==> src/rtl/sprite_table_ctrl.sv <==
`default_nettype none
// ============================================================================
// Module   : sprite_table_ctrl
// Purpose  : Sprite slot table owner. Requesters update a shadow table through
//            a round-robin arbiter. The shadow table is copied to the active
//            table that feeds the sprite mapper once per frame, on the VSync
//            falling edge, so the mapper never sees a half-updated frame.
//            clear_all empties the shadow table with a 16-cycle sweep.
// Ports    : Clk, Reset_n (async, active low)
//            VSync          - active-low vertical sync
//            clear_all      - one-cycle pulse, empties every shadow slot
//            req_valid/ready- per-requester handshake (ready is one-hot)
//            req_op/slot/posx/posy/id - per-requester packed request fields
//            pos_x_flat/pos_y_flat/sprite_id_flat - active table, slot k at
//                             [10k+9:10k] / [4k+3:4k]
//            frame_commit   - pulses for the cycle after the active load edge
//            busy           - high while sweeping
// Options  : `define SPRITE_OFFSCREEN_CULL_EN to load off-screen slots
//            (x >= 640 or y >= 480) into the active table as empty.
// Revision : 1.0 - initial release
// ============================================================================
module sprite_table_ctrl #(
  parameter int         NUM_SLOTS = 16,
  parameter int         NUM_REQ   = 3,
  parameter logic [3:0] ID_EMPTY  = 4'hF
) (
  input  logic                    Clk,
  input  logic                    Reset_n,
  input  logic                    VSync,
  input  logic                    clear_all,
  input  logic [NUM_REQ-1:0]      req_valid,
  output logic [NUM_REQ-1:0]      req_ready,
  input  logic [2*NUM_REQ-1:0]    req_op,
  input  logic [4*NUM_REQ-1:0]    req_slot,
  input  logic [10*NUM_REQ-1:0]   req_posx,
  input  logic [10*NUM_REQ-1:0]   req_posy,
  input  logic [4*NUM_REQ-1:0]    req_id,
  output logic [10*NUM_SLOTS-1:0] pos_x_flat,
  output logic [10*NUM_SLOTS-1:0] pos_y_flat,
  output logic [4*NUM_SLOTS-1:0]  sprite_id_flat,
  output logic                    frame_commit,
  output logic                    busy
);

  localparam int PTR_W = (NUM_REQ > 1) ? $clog2(NUM_REQ) : 1;

  localparam logic [1:0] OP_POS   = 2'b00;
  localparam logic [1:0] OP_ID    = 2'b01;
  localparam logic [1:0] OP_BOTH  = 2'b10;
  localparam logic [1:0] OP_CLEAR = 2'b11;

  typedef enum logic [0:0] {
    ST_RUN   = 1'b0,
    ST_SWEEP = 1'b1
  } state_e;

  state_e             state_q, state_d;
  logic [3:0]         sweep_cnt_q, sweep_cnt_d;
  logic [PTR_W-1:0]   rr_ptr_q, rr_ptr_d;
  logic               commit_pending_q, commit_pending_d;
  logic               vsync_q;
  logic               frame_commit_q;

  logic [9:0] shadow_x_q  [NUM_SLOTS];
  logic [9:0] shadow_y_q  [NUM_SLOTS];
  logic [3:0] shadow_id_q [NUM_SLOTS];
  logic [9:0] shadow_x_d  [NUM_SLOTS];
  logic [9:0] shadow_y_d  [NUM_SLOTS];
  logic [3:0] shadow_id_d [NUM_SLOTS];
  logic [9:0] active_x_q  [NUM_SLOTS];
  logic [9:0] active_y_q  [NUM_SLOTS];
  logic [3:0] active_id_q [NUM_SLOTS];
  logic [3:0] active_id_d [NUM_SLOTS];

  logic             in_run;
  logic             vsync_fall;
  logic             commit;
  logic             arb_found;
  logic             grant_any;
  logic [PTR_W-1:0] grant_idx;
  logic [PTR_W-1:0] cand;
  logic [1:0]       gnt_op;
  logic [3:0]       gnt_slot;
  logic [9:0]       gnt_x;
  logic [9:0]       gnt_y;
  logic [3:0]       gnt_id;
  logic             gnt_slot_ok;

  assign in_run     = (state_q == ST_RUN);
  assign vsync_fall = vsync_q & ~VSync;
  // A commit deferred by a sweep is taken in the first RUN cycle afterwards.
  assign commit     = in_run & (vsync_fall | commit_pending_q);

  // --------------------------------------------------------------------------
  // Round-robin arbiter: search starts just after the last granted index.
  // --------------------------------------------------------------------------
  always_comb begin
    arb_found = 1'b0;
    grant_idx = rr_ptr_q;
    cand      = '0;
    req_ready = '0;
    for (int i = 1; i <= NUM_REQ; i++) begin
      cand = PTR_W'((int'(rr_ptr_q) + i) % NUM_REQ);
      if (!arb_found && req_valid[cand]) begin
        arb_found = 1'b1;
        grant_idx = cand;
      end
    end
    // A clear_all pulse takes priority over any grant in the same cycle.
    grant_any = arb_found & in_run & ~clear_all;
    if (grant_any) begin
      req_ready[grant_idx] = 1'b1;
    end
  end

  assign gnt_op      = req_op  [2*grant_idx  +: 2];
  assign gnt_slot    = req_slot[4*grant_idx  +: 4];
  assign gnt_x       = req_posx[10*grant_idx +: 10];
  assign gnt_y       = req_posy[10*grant_idx +: 10];
  assign gnt_id      = req_id  [4*grant_idx  +: 4];
  // Out-of-range slots are still handshaken, but the write is dropped.
  assign gnt_slot_ok = ({1'b0, gnt_slot} < 5'(NUM_SLOTS));

  // --------------------------------------------------------------------------
  // Shadow table next state: granted write in RUN, one-slot clear in SWEEP.
  // --------------------------------------------------------------------------
  always_comb begin
    shadow_x_d  = shadow_x_q;
    shadow_y_d  = shadow_y_q;
    shadow_id_d = shadow_id_q;
    if (grant_any && gnt_slot_ok) begin
      case (gnt_op)
        OP_POS: begin
          shadow_x_d[gnt_slot] = gnt_x;
          shadow_y_d[gnt_slot] = gnt_y;
        end
        OP_ID: begin
          shadow_id_d[gnt_slot] = gnt_id;
        end
        OP_BOTH: begin
          shadow_x_d[gnt_slot]  = gnt_x;
          shadow_y_d[gnt_slot]  = gnt_y;
          shadow_id_d[gnt_slot] = gnt_id;
        end
        OP_CLEAR: begin
          shadow_id_d[gnt_slot] = ID_EMPTY;
        end
        default: ;
      endcase
    end
    if (!in_run && ({1'b0, sweep_cnt_q} < 5'(NUM_SLOTS))) begin
      shadow_id_d[sweep_cnt_q] = ID_EMPTY;
    end
  end

  // --------------------------------------------------------------------------
  // Active IDs loaded at commit; the shadow ID itself is never modified here.
  // --------------------------------------------------------------------------
  always_comb begin
    for (int k = 0; k < NUM_SLOTS; k++) begin
      active_id_d[k] = shadow_id_q[k];
`ifdef SPRITE_OFFSCREEN_CULL_EN
      if ((shadow_x_q[k] >= 10'd640) || (shadow_y_q[k] >= 10'd480)) begin
        active_id_d[k] = ID_EMPTY;
      end
`endif
    end
  end

  // --------------------------------------------------------------------------
  // Control FSM next state
  // --------------------------------------------------------------------------
  always_comb begin
    state_d          = state_q;
    sweep_cnt_d      = sweep_cnt_q;
    commit_pending_d = commit_pending_q;
    rr_ptr_d         = grant_any ? grant_idx : rr_ptr_q;
    case (state_q)
      ST_RUN: begin
        if (commit) begin
          commit_pending_d = 1'b0;
        end
        if (clear_all) begin
          state_d     = ST_SWEEP;
          sweep_cnt_d = 4'd0;
        end
      end
      ST_SWEEP: begin
        // Any number of VSync edges during the sweep collapse into one commit.
        if (vsync_fall) begin
          commit_pending_d = 1'b1;
        end
        sweep_cnt_d = sweep_cnt_q + 4'd1;
        if (sweep_cnt_q == 4'd15) begin
          state_d = ST_RUN;
        end
      end
      default: begin
        state_d = ST_RUN;
      end
    endcase
  end

  always_ff @(posedge Clk or negedge Reset_n) begin
    if (!Reset_n) begin
      state_q          <= ST_RUN;
      sweep_cnt_q      <= 4'd0;
      rr_ptr_q         <= '0;
      commit_pending_q <= 1'b0;
      vsync_q          <= 1'b1;
      frame_commit_q   <= 1'b0;
      for (int k = 0; k < NUM_SLOTS; k++) begin
        shadow_x_q[k]  <= '0;
        shadow_y_q[k]  <= '0;
        shadow_id_q[k] <= ID_EMPTY;
        active_x_q[k]  <= '0;
        active_y_q[k]  <= '0;
        active_id_q[k] <= ID_EMPTY;
      end
    end else begin
      state_q          <= state_d;
      sweep_cnt_q      <= sweep_cnt_d;
      rr_ptr_q         <= rr_ptr_d;
      commit_pending_q <= commit_pending_d;
      vsync_q          <= VSync;
      frame_commit_q   <= commit;
      shadow_x_q       <= shadow_x_d;
      shadow_y_q       <= shadow_y_d;
      shadow_id_q      <= shadow_id_d;
      // Loads the pre-write shadow contents; a same-cycle write waits a frame.
      if (commit) begin
        active_x_q  <= shadow_x_q;
        active_y_q  <= shadow_y_q;
        active_id_q <= active_id_d;
      end
    end
  end

  generate
    for (genvar k = 0; k < NUM_SLOTS; k++) begin : g_flat
      assign pos_x_flat[10*k +: 10]    = active_x_q[k];
      assign pos_y_flat[10*k +: 10]    = active_y_q[k];
      assign sprite_id_flat[4*k +: 4]  = active_id_q[k];
    end
  endgenerate

  assign frame_commit = frame_commit_q;
  assign busy         = (state_q == ST_SWEEP);

endmodule
`default_nettype wire

==> config.mk <==
export PLATFORM = sky130hd
export DESIGN_NAME = sprite_table_ctrl
export DESIGN_NICKNAME = d
export VERILOG_FILES = /design/src/rtl/sprite_table_ctrl.sv
export SDC_FILE = /design/constraint.sdc
export NUM_CORES = 1
export LEC_CHECK = 0
export CAP_MARGIN = 10
export CORE_ASPECT_RATIO = 1.75
export CORE_MARGIN = 2
export CORE_UTILIZATION = 30
export CTS_BUF_LIST = sky130_fd_sc_hd__clkbuf_4 sky130_fd_sc_hd__clkbuf_8 sky130_fd_sc_hd__clkbuf_16
export DETAILED_ROUTE_END_ITERATION = 12
export GPL_TIMING_DRIVEN = 0
export SLEW_MARGIN = 20
export SYNTH_ARGS = -nofsm -noshare
export SYNTH_HDL_FRONTEND = slang
export SYNTH_SLANG_ARGS = --single-unit
export TNS_END_PERCENT = 1
==> constraint.sdc <==
create_clock -name Clk -period 12.96 [get_ports Clk]
set_input_delay 1.944 -clock Clk [delete_from_list [all_inputs] [get_ports Clk]]
set_output_delay 1.944 -clock Clk [all_outputs]
set_load 0.02 [all_outputs]
==> flow_summary.yaml <==
run_status:
  outcome: "completed"
setup_path:
  cp_top_family: "buffers and inverters"
  r2r_cells: 15
  worstSetupPathType: "primary input to output pin"
  arrival_ps: 6250
  rrSetupSlack_ps: 6730
  cp-startpoint: "req_valid[1]"
  r2r-end: "active_id_d[50]"
  worst-path-stages: 11
  worstPathMaxFanout: 10
  end_kind: "output pin"
  slowest_stage: "clkbuf_1"
  cp-start-kind: "primary input"
  required_ps: 11020
  reg2reg_from: "rr_ptr_q[0]"
  cp_slowest_stage_delay_ps: 660
  cp_cell_sequence: "clkdlybuf4s50_1 > mux2i_1 > mux2i_1 > or3_1 > clkbuf_1 > nand2_1 > clkbuf_2 > clkbuf_1 > nand2_1 > nor2_1 > clkdlybuf4s50_1"
  path_buf_inv: 5
logic_synthesis:
  synth_edf_count: 0
  synth_top_family_by_area: "simple AND/OR/NAND/NOR gates"
  post_synth.cell_area_avg_um2: 11.0
  muxShareOfSynthArea_pct: 12.7
  synth_top_area_cell: "dfrtp_1"
  yosys.area.top_type_share_pct: 52.0
  ys_top_cells_by_count: "nand2_1, dfrtp_1, mux2_2"
  ys_types: 68
  synth_area_leaders: "dfrtp_1, nand2_1, mux2_2, dfstp_2, clkbuf_1"
  synthFlopType: "dfrtp_1"
  synth_warnings: 0
  ys_async_sr_fraction_pct: 100
  syn_nets: 2954
  netlist_area_um2: 31200
  synth_compound_area_share_pct: 5.42
  synthSimpleGateAreaFrac_pct: 16.0
  synthAdderAreaFrac_pct: 0.400
  seq_area_frac_synth_pct: 62.8
  synth.most_common_cell: "nand2_1"
  synth_xor_area_share_pct: 0.0561
  synth_seq_cells: 778
  syn_inst: 2847
floorplan:
  ios: 486
  core_um2: 103000
  start_util_pct: 30.3
  die_y_um: 431
  rows: 156
  die_w_um: 248
  design.die.area_um2: 107000
grt:
  grt_pass1_vias: 23913
  antenna_found_initial: 4
  track_usage_pct: 20.9
  grt.overflow.total: 0
  grt_max_degree: 94
  grt_pass1_wl_um: 162000
clocking:
  postCtsHoldBufs: 0
  root_buffer: "clkbuf_16"
  clk_pin_slew_ps: 60
  cts.sinks: 778
  cts_setup_buffers: 0
  htree_num_levels: 3
  clock_latency_ps: 680
  cts_tree: "built"
  cts-resized-gates: 0
  cts_buffers: 78
  clockBufferDepth: 3
cells_and_area:
  final_nets: 3537
  final_util_pct: 39.5
  drive_gt1_share_pct: 19.5
  area_growth_pct: 30.5
sta:
  setup_tns_ps: 0
  slew_headroom_pct: 20.3
  hold_viol: 0
  drv_slew: 0
  setup_viol: 0
  finalCriticalPeriod_ps: 8190
  tightest_slew_ps: 1200
  max_freq_mhz: 122
  fin_skew_ps: 29.6
  finalCritPeriodShare_pct: 63.2
  rsz0062_at_grt: "false"
drt:
  drtIter0Drc: 1441
  via_count: 22958
  routed_via_density: 4.75
  antenna_left: 0
  wire_per_inst_um: 22.9
  wirelength_um: 111000
  drc: 0
  first_pass_iters: 5
pwr:
  p_comb_share_pct: 42.7
  power_density_nw_per_um2: 263
  swShare_pct: 41.5
  power_w: 0.0107
  p_int_w: 0.00626
  leakage_nw: 19.9
  ir_drop_mv: 0.169
  power_switching_w: 0.00445
  clockPowerShare_pct: 21.8
  p_seq_share_pct: 35.5
worst_hold_path:
  hold_path_depth: 2
  holdPathEnd: "pos_y_flat[1]"
  hold_class: "flip-flop to flip-flop"
  hold_start: "shadow_y_q[151]"
placement:
  portBuffers: 484
  hpwl_um: 81600
  place_congestion: 0.889
run:
  max-cap-violations: 0
-- registers in the layout, summed over array words and instances (netlist names) --
register          flops
vsync_q               1
commit_pending_q      1
sprite_id_flat       64
active_id_d          64
busy                  1
shadow_x_q          160
shadow_y_q          160
rr_ptr_q              2
pos_x_flat          160
pos_y_flat          160
sweep_cnt_q           4
frame_commit          1
-- worst max path at each step --
| stage | slack (ps) | endpoint |
|---|---|---|
| final | 4770 | req_ready[2] |
| after global routing | 4600 | req_ready[2] |
| after CTS | 4690 | req_ready[2] |
| after detailed placement | 4710 | req_ready[2] |
| after global placement | -25730 | pos_y_flat[89] |
| after floorplan | 6890 | req_ready[0] |
-- cell type report --
class	instances	area, um^2
repair buffers	503	5190
clock inverters	32	299
multi-input cells	1870	10900
inverters	15	56.3
plain buffers	184	743
well taps	1343	1680
fillers	10139	62500
clock buffers	107	2300
diodes	2	5.00
flip-flops and latches	778	19600
-- cell families (layout without fill, tap and decap cells) --
logic type / after synthesis / count (layout)
flops: 778 / 778
other cells: 0 / 2
buf+inv: 199 / 841
xor+xnor: 2 / 2
simple gates: 1288 / 1288
compound gates: 213 / 213
fa+ha+maj: 10 / 10
mux: 357 / 357
-- worst reg2reg max path, cell delays in order (launching register included) --
cell      delay [ps]
dfrtp_1          470
inv_1            100
ha_1             280
clkbuf_1         220
mux2_2           430
a32oi_1          570
nand2_1          360
clkbuf_2         510
clkbuf_1         490
o21ai_0          600
ha_1             270
clkbuf_1         400
or3_1            210
clkbuf_1         450
clkbuf_1         510
o221a_2          300
-- power by group through the flow --
stage	Clock [W]	Combinational, W	Sequential [W]
2_1_floorplan	0	0.00181	0.00422
3_3_place_gp	0	0.00451	0.00385
3_5_place_dp	0	0.00462	0.00384
4_1_cts	0.00239	0.00464	0.00381
5_1_grt	0.00248	0.00492	0.00390
6_report	0.00233	0.00457	0.00380
-- routing by layer --
| layer | vias to the layer above | track usage (%) | part of all wire, % |
|---|---|---|---|
| met5 | - | 0 | 0.0081 |
| met4 | 2 | 9.54 | 4.2 |
| met3 | 161 | 5.49 | 7.0 |
| met2 | 697 | 35.4 | 49 |
| met1 | 11513 | 24.5 | 40 |
| li1 | 10585 | - | - |
-- per-stage QoR --
step / setup WS (ps) / cells / hold slack (ps) / area (um^2)
global route: 4600 / 4833 / 469 / 40800
global placement: -25730 / 4674 / 441 / 37800
floorplan: 6890 / 2847 / 432 / 31200
detailed placement: 4710 / 4693 / 445 / 38200
finish: 4770 / 4834 / 441 / 40800
CTS: 4690 / 4832 / 443 / 40800
-- cell usage in the layout, fill, tap and decap left out, drive strengths merged, types with 6 or more instances in the layout --
cell and n:
o21ai 32, nand3 13, mux2i 34, mux2 323
buf 61, dfstp 129, dfrtp 649, nor2 18
o31ai 42, a32o 7, nand2 1198, clkinvlp 8
o221a 20, nor3 15, clkbuf 250, clkinv 15
nand2b 10, clkdlybuf4s50 483, a31oi 6, a2bb2oi 28
ha 10, a21oi 14, inv 21
No activity file was read; power rests on OpenSTA's default activity.
